**src/rtl/irrigation_scheduler_if.sv**
```systemverilog
// Tank-sharing bus between the irrigation scheduler and its surroundings:
// tank level, zone requests and fault clear in, valve/pump/status out.
interface irrigation_scheduler_if;
  logic [3:0] water_tank_level;
  logic       req_sprinkler;
  logic       req_drip;
  logic       clear_fault;
  logic       valve_sprinkler;
  logic       valve_drip;
  logic       pump_fill;
  logic       alarm;
  logic       grant_done;
  logic [2:0] state;

  modport master (
    output water_tank_level, req_sprinkler, req_drip, clear_fault,
    input  valve_sprinkler, valve_drip, pump_fill, alarm, grant_done, state
  );

  modport slave (
    input  water_tank_level, req_sprinkler, req_drip, clear_fault,
    output valve_sprinkler, valve_drip, pump_fill, alarm, grant_done, state
  );
endinterface

```
**src/rtl/irrigation_scheduler.sv**
```systemverilog
// Round-robin, timed-grant scheduler giving the shared tank to one consumer at a time.
// Optional macro SENSOR_CHECK_EN: a non-thermometer tank level forces FAULT.
module irrigation_scheduler #(
  parameter int IRRIG_CYCLES = 8,
  parameter int FILL_TIMEOUT = 32,
  parameter int TIMER_W      = 6
) (
  input  logic                   clk,
  input  logic                   initialize,
  irrigation_scheduler_if.slave  bus
);

  typedef enum logic [2:0] {
    ST_IDLE      = 3'd0,
    ST_SPRINKLER = 3'd1,
    ST_DRIP      = 3'd2,
    ST_REFILL    = 3'd3,
    ST_FAULT     = 3'd4
  } state_t;

  localparam logic GRANT_SPRINKLER = 1'b0;
  localparam logic GRANT_DRIP      = 1'b1;
  localparam logic [TIMER_W-1:0] IRRIG_LOAD = TIMER_W'(IRRIG_CYCLES - 1);
  localparam logic [TIMER_W-1:0] FILL_LOAD  = TIMER_W'(FILL_TIMEOUT - 1);

  state_t               state_r;
  state_t               state_nxt_s;
  logic [TIMER_W-1:0]   timer_r;
  logic [TIMER_W-1:0]   timer_nxt_s;
  logic [TIMER_W-1:0]   timer_dec_s;
  logic                 last_grant_r;
  logic                 last_grant_nxt_s;
  logic                 done_nxt_s;
  logic                 valve_sprinkler_r;
  logic                 valve_drip_r;
  logic                 pump_fill_r;
  logic                 alarm_r;
  logic                 grant_done_r;
  logic                 pick_sprinkler_s;
  logic                 zone_req_s;
  logic                 sensor_fault_s;
  logic                 unused_level_s;
  logic [3:0]           level_s;

`ifdef SENSOR_CHECK_EN
  function automatic logic level_is_thermometer(input logic [3:0] level);
    return (level == 4'b0000) || (level == 4'b0001) || (level == 4'b0011) ||
           (level == 4'b0111) || (level == 4'b1111);
  endfunction

  assign sensor_fault_s = !level_is_thermometer(level_s);
`else
  assign sensor_fault_s = 1'b0;
`endif

  assign level_s          = bus.water_tank_level;
  assign unused_level_s   = level_s[2];
  assign timer_dec_s      = (timer_r == {TIMER_W{1'b0}}) ? timer_r : timer_r - {{(TIMER_W-1){1'b0}}, 1'b1};
  // Sprinkler wins when it is the only requester or when drip was served last.
  assign pick_sprinkler_s = bus.req_sprinkler && (!bus.req_drip || (last_grant_r == GRANT_DRIP));
  assign zone_req_s       = (state_r == ST_SPRINKLER) ? bus.req_sprinkler : bus.req_drip;

  // Next-state, timer and round-robin bookkeeping.
  always_comb begin
    state_nxt_s      = state_r;
    timer_nxt_s      = timer_dec_s;
    last_grant_nxt_s = last_grant_r;
    done_nxt_s       = 1'b0;
    if (sensor_fault_s && (state_r != ST_FAULT)) begin
      state_nxt_s = ST_FAULT;
    end else begin
      case (state_r)
        ST_IDLE: begin
          if (!level_s[0]) begin
            state_nxt_s = ST_REFILL;
            timer_nxt_s = FILL_LOAD;
          end else if (bus.req_sprinkler || bus.req_drip) begin
            if (!pick_sprinkler_s) begin
              state_nxt_s = ST_DRIP;
              timer_nxt_s = IRRIG_LOAD;
            end else if (level_s[1]) begin
              state_nxt_s = ST_SPRINKLER;
              timer_nxt_s = IRRIG_LOAD;
            end else begin
              state_nxt_s = ST_REFILL;
              timer_nxt_s = FILL_LOAD;
            end
          end else begin
            state_nxt_s = ST_IDLE;
          end
        end
        ST_SPRINKLER, ST_DRIP: begin
          // Losing the water supply outranks both expiry and request drop.
          if (!level_s[0]) begin
            state_nxt_s = ST_REFILL;
            timer_nxt_s = FILL_LOAD;
          end else if ((timer_r == {TIMER_W{1'b0}}) || !zone_req_s) begin
            state_nxt_s      = ST_IDLE;
            last_grant_nxt_s = (state_r == ST_SPRINKLER) ? GRANT_SPRINKLER : GRANT_DRIP;
            done_nxt_s       = (timer_r == {TIMER_W{1'b0}});
          end else begin
            state_nxt_s = state_r;
          end
        end
        ST_REFILL: begin
          if (level_s[3]) begin
            state_nxt_s = ST_IDLE;
          end else if (timer_r == {TIMER_W{1'b0}}) begin
            state_nxt_s = ST_FAULT;
          end else begin
            state_nxt_s = ST_REFILL;
          end
        end
        ST_FAULT: begin
          if (bus.clear_fault) begin
            state_nxt_s = ST_IDLE;
          end else begin
            state_nxt_s = ST_FAULT;
          end
        end
        default: begin
          state_nxt_s = ST_IDLE;
        end
      endcase
    end
  end

  // State register with outputs decoded from the next state so they are registered.
  always_ff @(posedge clk) begin
    if (initialize) begin
      state_r           <= ST_IDLE;
      timer_r           <= {TIMER_W{1'b0}};
      last_grant_r      <= GRANT_DRIP;
      valve_sprinkler_r <= 1'b0;
      valve_drip_r      <= 1'b0;
      pump_fill_r       <= 1'b0;
      alarm_r           <= 1'b0;
      grant_done_r      <= 1'b0;
    end else begin
      state_r           <= state_nxt_s;
      timer_r           <= timer_nxt_s;
      last_grant_r      <= last_grant_nxt_s;
      valve_sprinkler_r <= (state_nxt_s == ST_SPRINKLER);
      valve_drip_r      <= (state_nxt_s == ST_DRIP);
      pump_fill_r       <= (state_nxt_s == ST_REFILL);
      alarm_r           <= (state_nxt_s == ST_FAULT);
      grant_done_r      <= done_nxt_s;
    end
  end

  assign bus.valve_sprinkler = valve_sprinkler_r;
  assign bus.valve_drip      = valve_drip_r;
  assign bus.pump_fill       = pump_fill_r;
  assign bus.alarm           = alarm_r;
  assign bus.grant_done      = grant_done_r;
  assign bus.state           = state_r;

endmodule

```
**src/flat_wrapper.sv**
```systemverilog
// flat-port wrapper written by rule: the top's interface ports become plain ports
module irrigation_scheduler_flat 
#(
  parameter int IRRIG_CYCLES = 8,
  parameter int FILL_TIMEOUT = 32,
  parameter int TIMER_W      = 6
)
  (clk, initialize, bus_water_tank_level, bus_req_sprinkler, bus_req_drip, bus_clear_fault, bus_valve_sprinkler, bus_valve_drip, bus_pump_fill, bus_alarm, bus_grant_done, bus_state);
  irrigation_scheduler_if bus_i ();
  input  logic clk;
  input  logic initialize;
  input wire logic [$bits(bus_i.water_tank_level)-1:0] bus_water_tank_level;
  input wire logic [$bits(bus_i.req_sprinkler)-1:0] bus_req_sprinkler;
  input wire logic [$bits(bus_i.req_drip)-1:0] bus_req_drip;
  input wire logic [$bits(bus_i.clear_fault)-1:0] bus_clear_fault;
  output wire logic [$bits(bus_i.valve_sprinkler)-1:0] bus_valve_sprinkler;
  output wire logic [$bits(bus_i.valve_drip)-1:0] bus_valve_drip;
  output wire logic [$bits(bus_i.pump_fill)-1:0] bus_pump_fill;
  output wire logic [$bits(bus_i.alarm)-1:0] bus_alarm;
  output wire logic [$bits(bus_i.grant_done)-1:0] bus_grant_done;
  output wire logic [$bits(bus_i.state)-1:0] bus_state;
  assign bus_i.water_tank_level = bus_water_tank_level;
  assign bus_i.req_sprinkler = bus_req_sprinkler;
  assign bus_i.req_drip = bus_req_drip;
  assign bus_i.clear_fault = bus_clear_fault;
  assign bus_valve_sprinkler = bus_i.valve_sprinkler;
  assign bus_valve_drip = bus_i.valve_drip;
  assign bus_pump_fill = bus_i.pump_fill;
  assign bus_alarm = bus_i.alarm;
  assign bus_grant_done = bus_i.grant_done;
  assign bus_state = bus_i.state;
  irrigation_scheduler #(.IRRIG_CYCLES(IRRIG_CYCLES), .FILL_TIMEOUT(FILL_TIMEOUT), .TIMER_W(TIMER_W)) u_core (.clk(clk), .initialize(initialize), .bus(bus_i));
endmodule
```
**config.mk**
```make
export PLATFORM = sky130hd
export DESIGN_NAME = irrigation_scheduler_flat
export DESIGN_NICKNAME = d
export VERILOG_FILES = /design/src/rtl/irrigation_scheduler_if.sv /design/src/rtl/irrigation_scheduler.sv /design/src/flat_wrapper.sv
export SDC_FILE = /design/constraint.sdc
export NUM_CORES = 1
export LEC_CHECK = 0
export BUFFER_PORTS_ARGS = -buffer_cell sky130_fd_sc_hd__buf_2
export CAP_MARGIN = 20
export CORE_MARGIN = 2
export CORE_UTILIZATION = 42
export CTS_BUF_LIST = sky130_fd_sc_hd__clkbuf_4 sky130_fd_sc_hd__clkbuf_8
export DETAILED_ROUTE_END_ITERATION = 16
export GPL_TIMING_DRIVEN = 0
export PLACE_DENSITY_LB_ADDON = 0.08
export RECOVER_POWER = 100
export SYNTH_ARGS = -nofsm -noshare
export SYNTH_HDL_FRONTEND = slang
export SYNTH_SLANG_ARGS = --single-unit
```
**constraint.sdc**
```tcl
create_clock -name clk -period 4.6 [get_ports clk]
set_clock_uncertainty 0.1 [all_clocks]
set_input_delay 0.92 -clock clk [delete_from_list [all_inputs] [get_ports clk]]
set_output_delay 0.92 -clock clk [all_outputs]
set_load 0.02 [all_outputs]
```
### Yosys cells after proc, flatten, opt, wreduce, memory -nomap -nowiden

Index checks and enable logic that the tools add are counted.

| cells by class | value |
|---|---|
| add/sub/neg operators | 1 |
| eq/ne operators | 8 |
| mux-type cells | 19 |
| bitwise logic cells | 3 |
| reduce and logical (&&, ||, !) cells | 11 |

Operators by type and width:

| operator | number |
|---|---|
| two-way mux 6 bit | 5 |
| two-way mux 3 bit | 8 |
| equality test 3 x 2 -> 1 bit, second input constant | 4 |
| one-hot mux 3 bit (4 select lines) | 1 |
| one-hot mux 6 bit (2 select lines) | 1 |
| equality test 3 x 1 -> 1 bit, second input constant | 2 |
| equality test 3 bit, second input constant | 2 |
| zero test 6 bit | 1 |
| subtractor 6 x 1 -> 6 bit, second input constant | 1 |
| two-way mux 5 bit | 1 |
| OR reduction 4 bit | 1 |
| zero test 3 bit | 1 |
| logical OR 1 bit | 3 |
| inverter 1 bit | 3 |
| AND reduction 3 bit | 1 |
| zero test 1 bit | 2 |
| two-way mux 1 bit | 2 |
| two-way mux 2 bit | 1 |
| OR reduction 2 bit | 1 |
| logical AND 1 bit | 1 |

| word-level totals | value |
|---|---|
| flip-flop bits (word level) | 15 |
| bits of input ports | 9 |
| output and inout port bits | 8 |
| logic and storage cells | 50 |

### Longest topological paths before layout

Gate-level depths: netlist (run 1).

| logic depth | value |
|---|---|
| word-level depth | 8 |
| gate-level depth with buffers | 7 |
| gate-level depth less buffers | 6 |

### Worst setup path before layout (run 1)

No wires, ideal clock.

| path | value |
|---|---|
| kind | input port to flip-flop |
| start | in bus_water_tank_level[0] |
| end | reg u_core.valve_drip_r (netlist: u_core.bus.valve_drip) |
| library setup time | 0.091 ns |
| arrival | 2.000 ns |
| required time | 4.409 ns |
| setup slack | 2.409 ns |
| stages | 4 |
| path buffers | 0 |
| cells stage by stage | or2_2 -> a221o_1 -> a2bb2oi_1 -> nor4bb_1 |

| on the way | value |
|---|---|
| word-level cells in the longest chain between the ends | 3 |
| elaborated cells between the ends (all ways) | 4 |
| classes of those cells | eq/ne (1); mux (3) |

RTL lines:

| element | line | RTL |
|---|---|---|
| start, declared | flat_wrapper.sv:12 | `input wire logic [$bits(bus_i.water_tank_level)-1:0] bus_water_tank_level;` |
| two-way mux 3 bit (on tied branches) | irrigation_scheduler.sv:94, irrigation_scheduler.sv:74 |  |
| one-hot mux 3 bit (4 select lines) (*) | irrigation_scheduler.sv:72 | `case (state_r)` |
| equality test 3 x 2 -> 1 bit (*) | irrigation_scheduler.sv:144 | `valve_drip_r <= (state_nxt_s == ST_DRIP);` |
| end signal, assigned | irrigation_scheduler.sv:144 |  |
| end, declared | irrigation_scheduler.sv:35 | `logic valve_drip_r;` |

Every way passes the cells marked *; elsewhere a longest branch is shown, timed or not.
A chain may end at the register's enable or synchronous reset.

### Worst setup path in the final report (run 1)

| path | value |
|---|---|
| start | reg u_core.timer_r[0] |
| end | reg u_core.valve_sprinkler_r (netlist: u_core.bus.valve_sprinkler) |

| on the way | value |
|---|---|
| word-level cells in the longest chain between the ends | 6 |
| elaborated cells between the ends (all ways) | 8 |
| classes of those cells | eq/ne (1); mux (5); reduce/logical (2) |

RTL lines:

| element | line | RTL |
|---|---|---|
| start, declared | irrigation_scheduler.sv:28 | `logic [TIMER_W-1:0] timer_r;` |
| start signal, assigned | irrigation_scheduler.sv:132 | `timer_r <= {TIMER_W{1'b0}};` |
| start signal, assigned | irrigation_scheduler.sv:141 | `timer_r <= timer_nxt_s;` |
| zero test 6 bit (*) | irrigation_scheduler.sv:97, irrigation_scheduler.sv:108 |  |
| logical OR 1 bit | irrigation_scheduler.sv:97 | `end else if ((timer_r == {TIMER_W{1'b0}}) \|\| !zone_req_s) begin` |
| two-way mux 3 bit | irrigation_scheduler.sv:97 |  |
| two-way mux 3 bit | irrigation_scheduler.sv:94 | `if (!level_s[0]) begin` |
| one-hot mux 3 bit (4 select lines) (*) | irrigation_scheduler.sv:72 |  |
| equality test 3 x 1 -> 1 bit (*) | irrigation_scheduler.sv:143 | `valve_sprinkler_r <= (state_nxt_s == ST_SPRINKLER);` |
| end signal, assigned | irrigation_scheduler.sv:143 |  |
| end, declared | irrigation_scheduler.sv:34 | `logic valve_sprinkler_r;` |

Marks and branches as above.

==> impl_metrics.py, run 1 <==
metrics = {
    "run_status": {
        "status": "finished clean",
    },
    "global_routing": {
        "grt_pass1_wl_um": 2510,
        "number_of_global_route_vias_before_repair": 575,
        "grt_usage_pct": 16.4,
        "grt_max_degree": 11,
        "number_of_antenna_violations_at_the_first_check_in_global_routing": 0,
        "overflow": 0,
    },
    "logic_synthesis": {
        "post_synth_instance_area_um2": 744,
        "postSynthNetCount": 94,
        "yosysUniqueCellTypes": 31,
        "postSynthRegisterBits": 15,
        "avgSynthCellArea_um2": 8.86,
        "ys_seq_area_share_pct": 40.3,
        "netlist_instances": 84,
        "yosys_warnings": 0,
    },
    "clocking": {
        "cts_tree": "done",
        "insertion_delay_ns": 0.27,
        "tritoncts_num_sinks": 15,
        "cts_root_buffer": "clkbuf_4",
        "cts.reportedPaths.clkPinSlew_ns": 0.09,
        "cts-htree-levels": 1,
        "post_cts_resized": 0,
        "cts_inserted_buffers": 3,
        "cts-root-to-sink-buffers": 2,
        "post-cts-setup-buffers": 0,
        "post_cts_hold_buffer_count": 0,
    },
    "worst_setup_path": {
        "crit_path_start": "u_core.timer_r[0]$_SDFF_PP0_",
        "worst_setup_path_start_kind": "register",
        "worst-setup-path-type": "register to register",
        "critPathSlowestCell": "or3b_1",
        "crit-reg2reg-launch": "u_core.timer_r[0]$_SDFF_PP0_",
        "worst_setup_path_end_kind": "register",
        "r2r_slack_ns": 2.26,
        "cpPeakStageDelay_ns": 0.39,
        "worstPathArrival_ns": 2.44,
        "critical_path.cell_chain": "inv_1 -> ha_1 -> or3b_1 -> or3_1 -> clkbuf_1 -> a2bb2oi_1 -> nor3b_1",
        "required_ns": 4.70,
        "crit_fanout": 10,
        "critical_path.reg2reg.endpoint": "u_core.bus.valve_sprinkler$_SDFF_PP0_",
        "worstRegToRegCells": 7,
    },
    "floorplan": {
        "std_cell_rows": 15,
        "design.portCount": 17,
        "floorplan.die_area_um2": 2130,
        "initial_core_util_pct": 44.1,
        "core_area_um2": 1690,
        "floorplan.die.height_um": 46.1,
        "chipWidth_um": 46.1,
    },
    "placement": {
        "placement.cell_area_um2": 841,
        "finalWeightedCongestion": 0.819,
        "placement.io_buffers": 15,
        "post_detailed_placement_half_perimeter_wirelength_um": 1180,
    },
    "flow_run": {
        "drv_cap": 0,
    },
    "cells_and_area": {
        "fillers": 177,
        "most-common-layout-cells": "dfxtp_1 (15), clkbuf_1 (12), nand2b_1 (7), a21oi_1 (7), buf_2 (7)",
        "layout.nets": 114,
        "areaGrowthSynthToFinish_pct": 13.9,
        "ratio_of_cells_with_drive_above_1_in_the_final_layout_pct": 12.6,
        "post-route-cell-area_um2": 848,
        "final_common_cell": "dfxtp_1",
        "antennaDiodeCount": 0,
    },
    "route": {
        "drt_first_pass_iters": 4,
        "drcViolationCount": 0,
        "route.detailed.wl_per_inst_um": 13.1,
        "first_iter_violations": 19,
        "routed_wl_um": 1570,
        "detailed_route_via_count": 662,
        "final_antenna_net_count": 0,
        "via_per_inst": 5.52,
    },
    "worst_hold_path": {
        "min_delay_worst_type": "register to register",
        "holdPathStages": 2,
        "min-delay-start": "u_core.last_grant_r$_SDFFE_PP1P_",
        "worstHoldEndpoint": "u_core.last_grant_r$_SDFFE_PP1P_",
    },
    "power": {
        "static-leakage-power_nw": 0.331,
        "power-per-cell-area_nw_per_um2": 367,
        "power.ir.vdd_worst_mv": 0.150,
    },
    "timing": {
        "final_period_util_pct": 50.8,
        "setup_violations": 0,
        "final_worst_path_period_need_ns": 2.34,
        "grt_setup_unrepaired": "no",
        "timing.setup.tns_ns": 0,
        "drv_slew": 0,
        "hold_viol_final": 0,
        "maxClockFrequency_mhz": 428,
        "tightest_slew_ns": 0.428,
        "max-slew-margin-rel_pct": 71.5,
    },
}
==> state kept, by name, summed over array words and instances, names as in the netlist <==
register                    cells
u_core.last_grant_r             1
u_core.timer_r                  6
u_core.bus.pump_fill            1
u_core.bus.grant_done           1
u_core.bus.valve_sprinkler      1
u_core.bus.state                3
u_core.bus.valve_drip           1
u_core.bus.alarm                1
==> through the flow <==
step	total power [mW]	setup WS, ns	std cells	utilization [%]	hold WS, ns
final	0.311	2.26	120	50.2	0.430
after global routing	0.331	2.03	120	50.2	0.479
after CTS	0.319	2.34	120	51.6	0.436
after global placement	0.237	2.18	116	49.8	0.414
after floorplan	0.216	2.41	84	-	0.389
after detailed placement	0.238	2.17	116	49.8	0.423
==> synthesized netlist by cell type, drive strengths merged <==
| library cell | number | area share (%) |
|---|---|---|
| xor2 | 2 | 2.4 |
| xnor2 | 3 | 3.5 |
| a211o | 1 | 1.2 |
| inv | 3 | 1.5 |
| a221o | 1 | 1.3 |
| or2 | 1 | 0.84 |
| nor4bb | 1 | 1.3 |
| o211ai | 2 | 2.0 |
| buf | 1 | 0.67 |
| a32oi | 1 | 1.2 |
| nor2 | 6 | 3.0 |
| o21ai | 3 | 2.0 |
| nor3 | 2 | 1.3 |
| nand2b | 7 | 5.9 |
| or4 | 1 | 1.5 |
| a21oi | 7 | 4.7 |
| a2111oi | 2 | 2.4 |
| o31ai | 1 | 1.0 |
| nand2 | 6 | 3.0 |
| ha | 1 | 1.7 |
| dfxtp | 15 | 40 |
| a211oi | 4 | 4.0 |
| or3b | 1 | 1.5 |
| clkbuf | 3 | 1.5 |
| nor2b | 3 | 2.5 |
| o21bai | 1 | 1.0 |
| a2bb2oi | 1 | 1.2 |
| nor3b | 1 | 1.0 |
| or3 | 1 | 1.5 |
| mux2 | 1 | 1.5 |
| and4b | 1 | 1.3 |
==> metal layers <==
metal / global-route usage [%] / wire length, µm / vias to the layer above
met2: 23.1 / 682 / 23
met4: 7.43 / 13 / 0
met1: 23.5 / 790 / 295
met5: 0 / 0 / -
li1: - / - / 342
met3: 3.53 / 81 / 2
==> worst max-delay path, delay by kind of cell, from the launching register on <==
kind	cells	cell delay, ns
AND/OR/NAND/NOR	3	0.99
adder cells (fa/ha/maj)	1	0.17
AO/OA/AOI/OAI	1	0.35
flip-flops	1	0.34
buffers and inverters	2	0.30
==> area by class of cell <==
| class | instances | area [µm²] | share of cell area (%) |
|---|---|---|---|
| plain buffers | 4 | 15.0 | 1.77 |
| clock buffers | 4 | 30.0 | 3.54 |
| inverters | 3 | 11.3 | 1.33 |
| multi-input cells | 62 | 405 | 47.8 |
| flip-flops and latches | 15 | 300 | 35.4 |
| well taps | 17 | 21.3 | 2.51 |
| repair buffers | 15 | 65.1 | 7.67 |
==> cell families (layout without fill, tap and decap cells) <==
| group | Yosys count | after routing | share of synthesized area [%] |
|---|---|---|---|
| buffers and inverters | 7 | 26 | 3.70 |
| xor gates and xnor gates | 5 | 5 | 5.88 |
| and+or+nand+nor | 31 | 31 | 24.9 |
| DFF | 15 | 15 | 40.3 |
| adders and majority gates | 1 | 1 | 1.68 |
| AOI/OAI and AO/OA | 24 | 24 | 22.0 |
| muxes | 1 | 1 | 1.51 |
==> power by group <==
part           switching [mW]  internal, mW
combinational          0.0466        0.0340
sequential            0.00904         0.143
clock                  0.0395        0.0395
==> worst max path at each step <==
| stage | end | slack, ns | depth (start not counted) |
|---|---|---|---|
| after global placement | u_core.bus.valve_drip$_SDFF_PP0_ | 2.18 | 5 |
| final | u_core.bus.valve_sprinkler$_SDFF_PP0_ | 2.26 | 7 |
| after floorplan | u_core.bus.valve_drip$_SDFF_PP0_ | 2.41 | 4 |
| after global routing | u_core.last_grant_r$_SDFFE_PP1P_ | 2.03 | 7 |
| after CTS | u_core.last_grant_r$_SDFFE_PP1P_ | 2.34 | 7 |
| after detailed placement | u_core.bus.valve_drip$_SDFF_PP0_ | 2.17 | 5 |
Power figures use the tool's default switching activity.
==> run 2: changes to the inputs <==
==> constraint.sdc (replaced) <==
create_clock -name clk -period 2.31 [get_ports clk]
set_clock_uncertainty 0.1 [all_clocks]
set_input_delay 0.462 -clock clk [delete_from_list [all_inputs] [get_ports clk]]
set_output_delay 0.462 -clock clk [all_outputs]
set_load 0.02 [all_outputs]
==> impl_metrics.py, run 2 (synthesis results as in run 1) <==
metrics = {
    "worst_setup_path": {
        "r2r_slack_ns": 0.09,
        "worstRegToRegCells": 6,
        "worst_setup_path_end_kind": "register",
        "crit_path_start": "u_core.timer_r[0]$_SDFF_PP0_",
        "worst-setup-path-type": "register to register",
        "crit_fanout": 3,
        "critical_path.reg2reg.endpoint": "u_core.bus.alarm$_SDFF_PP0_",
        "crit-reg2reg-launch": "u_core.timer_r[0]$_SDFF_PP0_",
        "required_ns": 2.41,
        "worstPathArrival_ns": 2.32,
        "worst_setup_path_start_kind": "register",
    },
    "floorplan": {
        "floorplan.die.height_um": 46.1,
        "core_area_um2": 1690,
        "initial_core_util_pct": 44.1,
        "design.portCount": 17,
        "std_cell_rows": 15,
        "chipWidth_um": 46.1,
        "floorplan.die_area_um2": 2130,
    },
    "clocking": {
        "cts_root_buffer": "clkbuf_4",
        "tritoncts_num_sinks": 15,
        "cts-root-to-sink-buffers": 2,
        "insertion_delay_ns": 0.28,
        "cts_inserted_buffers": 3,
        "cts_tree": "done",
        "cts.reportedPaths.clkPinSlew_ns": 0.08,
        "cts-htree-levels": 1,
        "post-cts-setup-buffers": 0,
    },
    "worst_hold_path": {
        "holdPathStages": 2,
        "min-delay-start": "initialize",
        "min_delay_worst_type": "primary input to register",
        "worstHoldEndpoint": "u_core.bus.alarm$_SDFF_PP0_",
    },
    "cells_and_area": {
        "top_register": "u_core.timer_r",
        "ratio_of_cells_with_drive_above_1_in_the_final_layout_pct": 18.4,
        "antennaDiodeCount": 0,
        "most-common-layout-cells": "dfxtp_1 (15), clkbuf_1 (11), buf_2 (8), nand2b_1 (7), a21oi_1 (7)",
        "post-route-cell-area_um2": 888,
        "areaGrowthSynthToFinish_pct": 19.3,
        "largest_reg_flops": 6,
        "final_common_cell": "dfxtp_1",
        "layout.nets": 114,
    },
    "power": {
        "power.ir.vdd_worst_mv": 0.305,
        "power-per-cell-area_nw_per_um2": 710,
        "netSwitchingFraction_pct": 30.9,
        "power.clock.fraction_pct": 24.9,
        "p_switching_uw": 195,
        "combPwrFrac_pct": 27.2,
        "static-leakage-power_nw": 0.340,
        "sequentialPowerShare_pct": 47.9,
        "power_report.internal_total_uw": 436,
    },
    "global_routing": {
        "number_of_global_route_vias_before_repair": 575,
        "grt_pass1_wl_um": 2510,
        "overflow": 0,
        "number_of_antenna_violations_at_the_first_check_in_global_routing": 0,
        "grt_max_degree": 11,
        "grt_usage_pct": 16.4,
    },
    "route": {
        "drt_first_pass_iters": 4,
        "final_antenna_net_count": 0,
        "drcViolationCount": 0,
        "first_iter_violations": 10,
        "via_per_inst": 5.41,
        "route.detailed.wl_per_inst_um": 13.2,
        "routed_wl_um": 1580,
        "detailed_route_via_count": 649,
    },
    "timing": {
        "maxClockFrequency_mhz": 450,
        "hold_viol_final": 0,
        "timing.setup.tns_ns": 0,
        "grt_setup_unrepaired": "no",
        "drv_slew": 0,
        "final_period_util_pct": 96.2,
        "tightest_slew_ns": 0.446,
        "max-slew-margin-rel_pct": 70.3,
        "setup_violations": 0,
        "final_worst_path_period_need_ns": 2.22,
    },
    "placement": {
        "finalWeightedCongestion": 0.819,
        "post_detailed_placement_half_perimeter_wirelength_um": 1180,
        "placement.io_buffers": 15,
        "placement.cell_area_um2": 841,
    },
    "flow_run": {
        "drv_cap": 0,
    },
    "run_status": {
        "status": "finished clean",
    },
}
==> run 2: cell types whose count changed in the layout (fill, tap and decap cells not counted) <==
cell / before / now
or4_1: 1 / 0
or4_4: 0 / 1
buf_2: 7 / 8
a211oi_1: 4 / 3
a211oi_2: 0 / 1
a2bb2oi_2: 0 / 1
or3_1: 1 / 0
a2111oi_0: 2 / 1
or3_4: 0 / 1
a2111oi_4: 0 / 1
a2bb2oi_1: 1 / 0
clkbuf_1: 12 / 11
==> run 2: power by group through the flow <==
stage | Clock, mW | Combinational (mW) | Sequential [mW]
floorplan | 0 | 0.112 | 0.319
global placement | 0 | 0.165 | 0.307
detailed placement | 0 | 0.167 | 0.308
CTS | 0.165 | 0.168 | 0.302
global route | 0.176 | 0.191 | 0.305
finish | 0.157 | 0.172 | 0.302
==> run 2: final cells by class <==
class	instances	area, µm²
Buffer	4	16.3
Multi-Input combinational cell	62	444
Timing Repair Buffer	15	65.1
Sequential cell	15	300
Clock buffer	4	30.0
Fill cell	171	801
Inverter	3	11.3
Tap cell	17	21.3
==> run 2: worst max-delay path by stage <==
stage,slack (ns),to
floorplan,0.22,u_core.bus.valve_drip$_SDFF_PP0_
global placement,0.08,u_core.last_grant_r$_SDFFE_PP1P_
detailed placement,0.06,u_core.last_grant_r$_SDFFE_PP1P_
CTS,0.05,u_core.last_grant_r$_SDFFE_PP1P_
global route,0.01,u_core.bus.alarm$_SDFF_PP0_
finish,0.09,u_core.bus.alarm$_SDFF_PP0_
==> run 2: per-stage QoR <==
step | setup slack (ns) | total power, mW | utilization, % | hold WS (ns) | std cells
final | 0.0874 | 0.631 | 52.6 | 0.371 | 120
after global routing | 0.0124 | 0.672 | 52.6 | 0.369 | 120
after CTS | 0.0525 | 0.635 | 51.6 | 0.336 | 120
after detailed placement | 0.0648 | 0.474 | 49.8 | 0.423 | 116
after global placement | 0.0833 | 0.473 | 49.8 | 0.414 | 116
after floorplan | 0.216 | 0.430 | - | 0.389 | 84
==> run 2: per-layer routing <==
layer | vias to the layer above | global-route usage, % | routed length (µm)
met2 | 12 | 23.1 | 696
met5 | - | 0 | 0
met1 | 292 | 23.5 | 813
li1 | 343 | - | -
met4 | 0 | 7.43 | 17
met3 | 2 | 3.53 | 51
==> run 2: critical path, stage by stage, from the launching register on <==
cell and delay (ns):
dfxtp_1 0.34, inv_1 0.06, ha_1 0.17, or3b_1 0.40
or3_4 0.36, or4_4 0.51, a211oi_1 0.20
==> run 2: timing repair <==
action                                 in CTS  in global routing
endpoints found under the hold margin       0                  0
gates resized for setup                     0                  5
hold buffers                                0                  0
setup endpoints to repair                   0                  3
==> run 3: changes to the inputs <==
--- a/config.mk
+++ b/config.mk
@@ -14,6 +14,7 @@
 export GPL_TIMING_DRIVEN = 0
 export PLACE_DENSITY_LB_ADDON = 0.08
 export RECOVER_POWER = 100
+export REMOVE_ABC_BUFFERS = 1
 export SYNTH_ARGS = -nofsm -noshare
 export SYNTH_HDL_FRONTEND = slang
 export SYNTH_SLANG_ARGS = --single-unit
==> impl_metrics.py, run 3 (synthesis results as in run 1) <==
metrics = {
    "timing": {
        "final_period_util_pct": 96.8,
        "grt_setup_unrepaired": "no",
        "tightest_slew_ns": 0.399,
        "max-slew-margin-rel_pct": 72.7,
        "timing.setup.tns_ns": 0,
        "drv_slew": 0,
        "setup_ws_ns": 0.0729,
        "setup_violations": 0,
        "hold_viol_final": 0,
        "final_worst_path_period_need_ns": 2.24,
        "maxClockFrequency_mhz": 447,
    },
    "worst_setup_path": {
        "worst_path_buffer_plus_inverter_count": 1,
        "critical_path.cell_chain": "inv_1 -> ha_2 -> or3b_4 -> or3_4 -> or4_4 -> nor4bb_1",
        "crit_path_start": "u_core.timer_r[1]$_SDFF_PP0_",
        "crit-reg2reg-launch": "u_core.timer_r[1]$_SDFF_PP0_",
        "crit_fanout": 6,
        "critPathSlowestCell": "or4_4",
        "worst-setup-path-type": "register to register",
        "worst_setup_path_start_kind": "register",
        "required_ns": 2.37,
        "r2r_slack_ns": 0.07,
        "worst_setup_path_end_kind": "register",
        "worstRegToRegCells": 6,
        "worstPathArrival_ns": 2.30,
        "critical_path.reg2reg.endpoint": "u_core.bus.valve_drip$_SDFF_PP0_",
        "cpLargestDelayFamily": "simple AND/OR/NAND/NOR gates",
        "cpPeakStageDelay_ns": 0.52,
    },
    "route": {
        "final_antenna_net_count": 0,
        "drt_first_pass_iters": 4,
        "drcViolationCount": 0,
        "routed_wl_um": 1540,
        "first_iter_violations": 16,
        "route.detailed.wl_per_inst_um": 13.1,
        "via_per_inst": 5.47,
        "detailed_route_via_count": 645,
    },
    "global_routing": {
        "grt_max_degree": 17,
        "grt.met1_usage_pct": 20.1,
        "overflow": 0,
        "number_of_antenna_violations_at_the_first_check_in_global_routing": 0,
        "grt_pass1_wl_um": 2490,
        "number_of_global_route_vias_before_repair": 602,
        "grt_usage_pct": 16.7,
        "grt_util_met2_pct": 28.6,
        "grtUsageMet3_pct": 2.35,
        "grt_most_used_layer": "met2",
    },
    "cells_and_area": {
        "post-route-cell-area_um2": 858,
        "largest_reg_flops": 6,
        "antennaDiodeCount": 0,
        "most-common-layout-cells": "dfxtp_1 (14), clkbuf_1 (10), nand2b_1 (7), a21oi_1 (7), buf_2 (7)",
        "post-route-util_pct": 50.8,
        "ratio_of_cells_with_drive_above_1_in_the_final_layout_pct": 18.8,
        "top_register": "u_core.timer_r",
        "layout.nets": 112,
        "areaGrowthSynthToFinish_pct": 15.3,
        "final_common_cell": "dfxtp_1",
    },
    "floorplan": {
        "initial_core_util_pct": 44.1,
        "std_cell_rows": 15,
        "core_area_um2": 1690,
        "floorplan.die_area_um2": 2130,
        "floorplan.die.height_um": 46.1,
        "design.portCount": 17,
        "chipWidth_um": 46.1,
    },
    "power": {
        "static-leakage-power_nw": 0.333,
        "design_power_total_uw": 618,
        "power-per-cell-area_nw_per_um2": 720,
        "power.ir.vdd_worst_mv": 0.362,
    },
    "clocking": {
        "insertion_delay_ns": 0.28,
        "cts-htree-levels": 1,
        "cts_inserted_buffers": 3,
        "cts.reportedPaths.clkPinSlew_ns": 0.09,
        "cts-root-to-sink-buffers": 2,
        "tritoncts_num_sinks": 15,
        "post_cts_hold_buffer_count": 0,
        "cts_tree": "done",
        "cts_root_buffer": "clkbuf_4",
    },
    "placement": {
        "finalWeightedCongestion": 0.842,
        "placement.cell_area_um2": 825,
        "post_detailed_placement_half_perimeter_wirelength_um": 1100,
        "placement.setup.worst_slack_ns": 0.0174,
        "placement.io_buffers": 15,
    },
    "worst_hold_path": {
        "worstHoldEndpoint": "u_core.timer_r[3]$_SDFF_PP0_",
        "min-delay-start": "bus_water_tank_level[1]",
        "min_delay_worst_type": "primary input to register",
        "holdPathStages": 4,
    },
    "flow_run": {
        "drv_cap": 0,
    },
    "run_status": {
        "status": "finished clean",
    },
}
-- run 3: per-stage QoR --
| step | instances | hold slack [ns] |
|---|---|---|
| 6_report | 118 | 0.407 |
| 5_1_grt | 118 | 0.412 |
| 4_1_cts | 118 | 0.392 |
| 3_5_place_dp | 112 | 0.403 |
| 3_3_place_gp | 112 | 0.406 |
| 2_1_floorplan | 80 | 0.389 |
-- run 3: what timing repair did --
action	CTS	global route
pin swaps	1	1
buffers inserted	2	0
endpoints found under the setup margin	1	3
gates resized for setup	1	3
-- run 3: routing by layer --
layer / vias up / wire length, µm
met1: 291 / 731
met2: 10 / 758
met3: 4 / 32
met4: 0 / 21
met5: - / 0
li1: 340 / -
-- run 3: final cells by class --
class,instances,area (µm²)
clock buffer,3,22.5
timing repair buffer,17,72.6
clock inverter,1,5.00
tap,17,21.3
sequential,15,302
multi-input combinational,62,424
fill,184,831
inverter,3,11.3
-- run 3: worst min-delay path, stage by stage --
cell	delay [ns]
buf_2	0.09
o31ai_1	0.06
nand2_1	0.08
a21oi_1	0.06
-- run 3: power by group --
part | internal (mW) | switching, mW
registers | 0.284 | 0.0212
clock network | 0.0644 | 0.0864
logic | 0.0726 | 0.0892
-- run 3: worst max path at each step --
stage | cells after the start | end | slack (ns)
global placement | 6 | u_core.bus.alarm$_SDFF_PP0_ | 0.04
detailed placement | 6 | u_core.bus.alarm$_SDFF_PP0_ | 0.02
global route | 6 | u_core.bus.valve_drip$_SDFF_PP0_ | 0.01
CTS | 6 | u_core.bus.alarm$_SDFF_PP0_ | 0.005
floorplan | 6 | u_core.bus.valve_drip$_SDFF_PP0_ | 0.15
finish | 6 | u_core.bus.valve_drip$_SDFF_PP0_ | 0.07
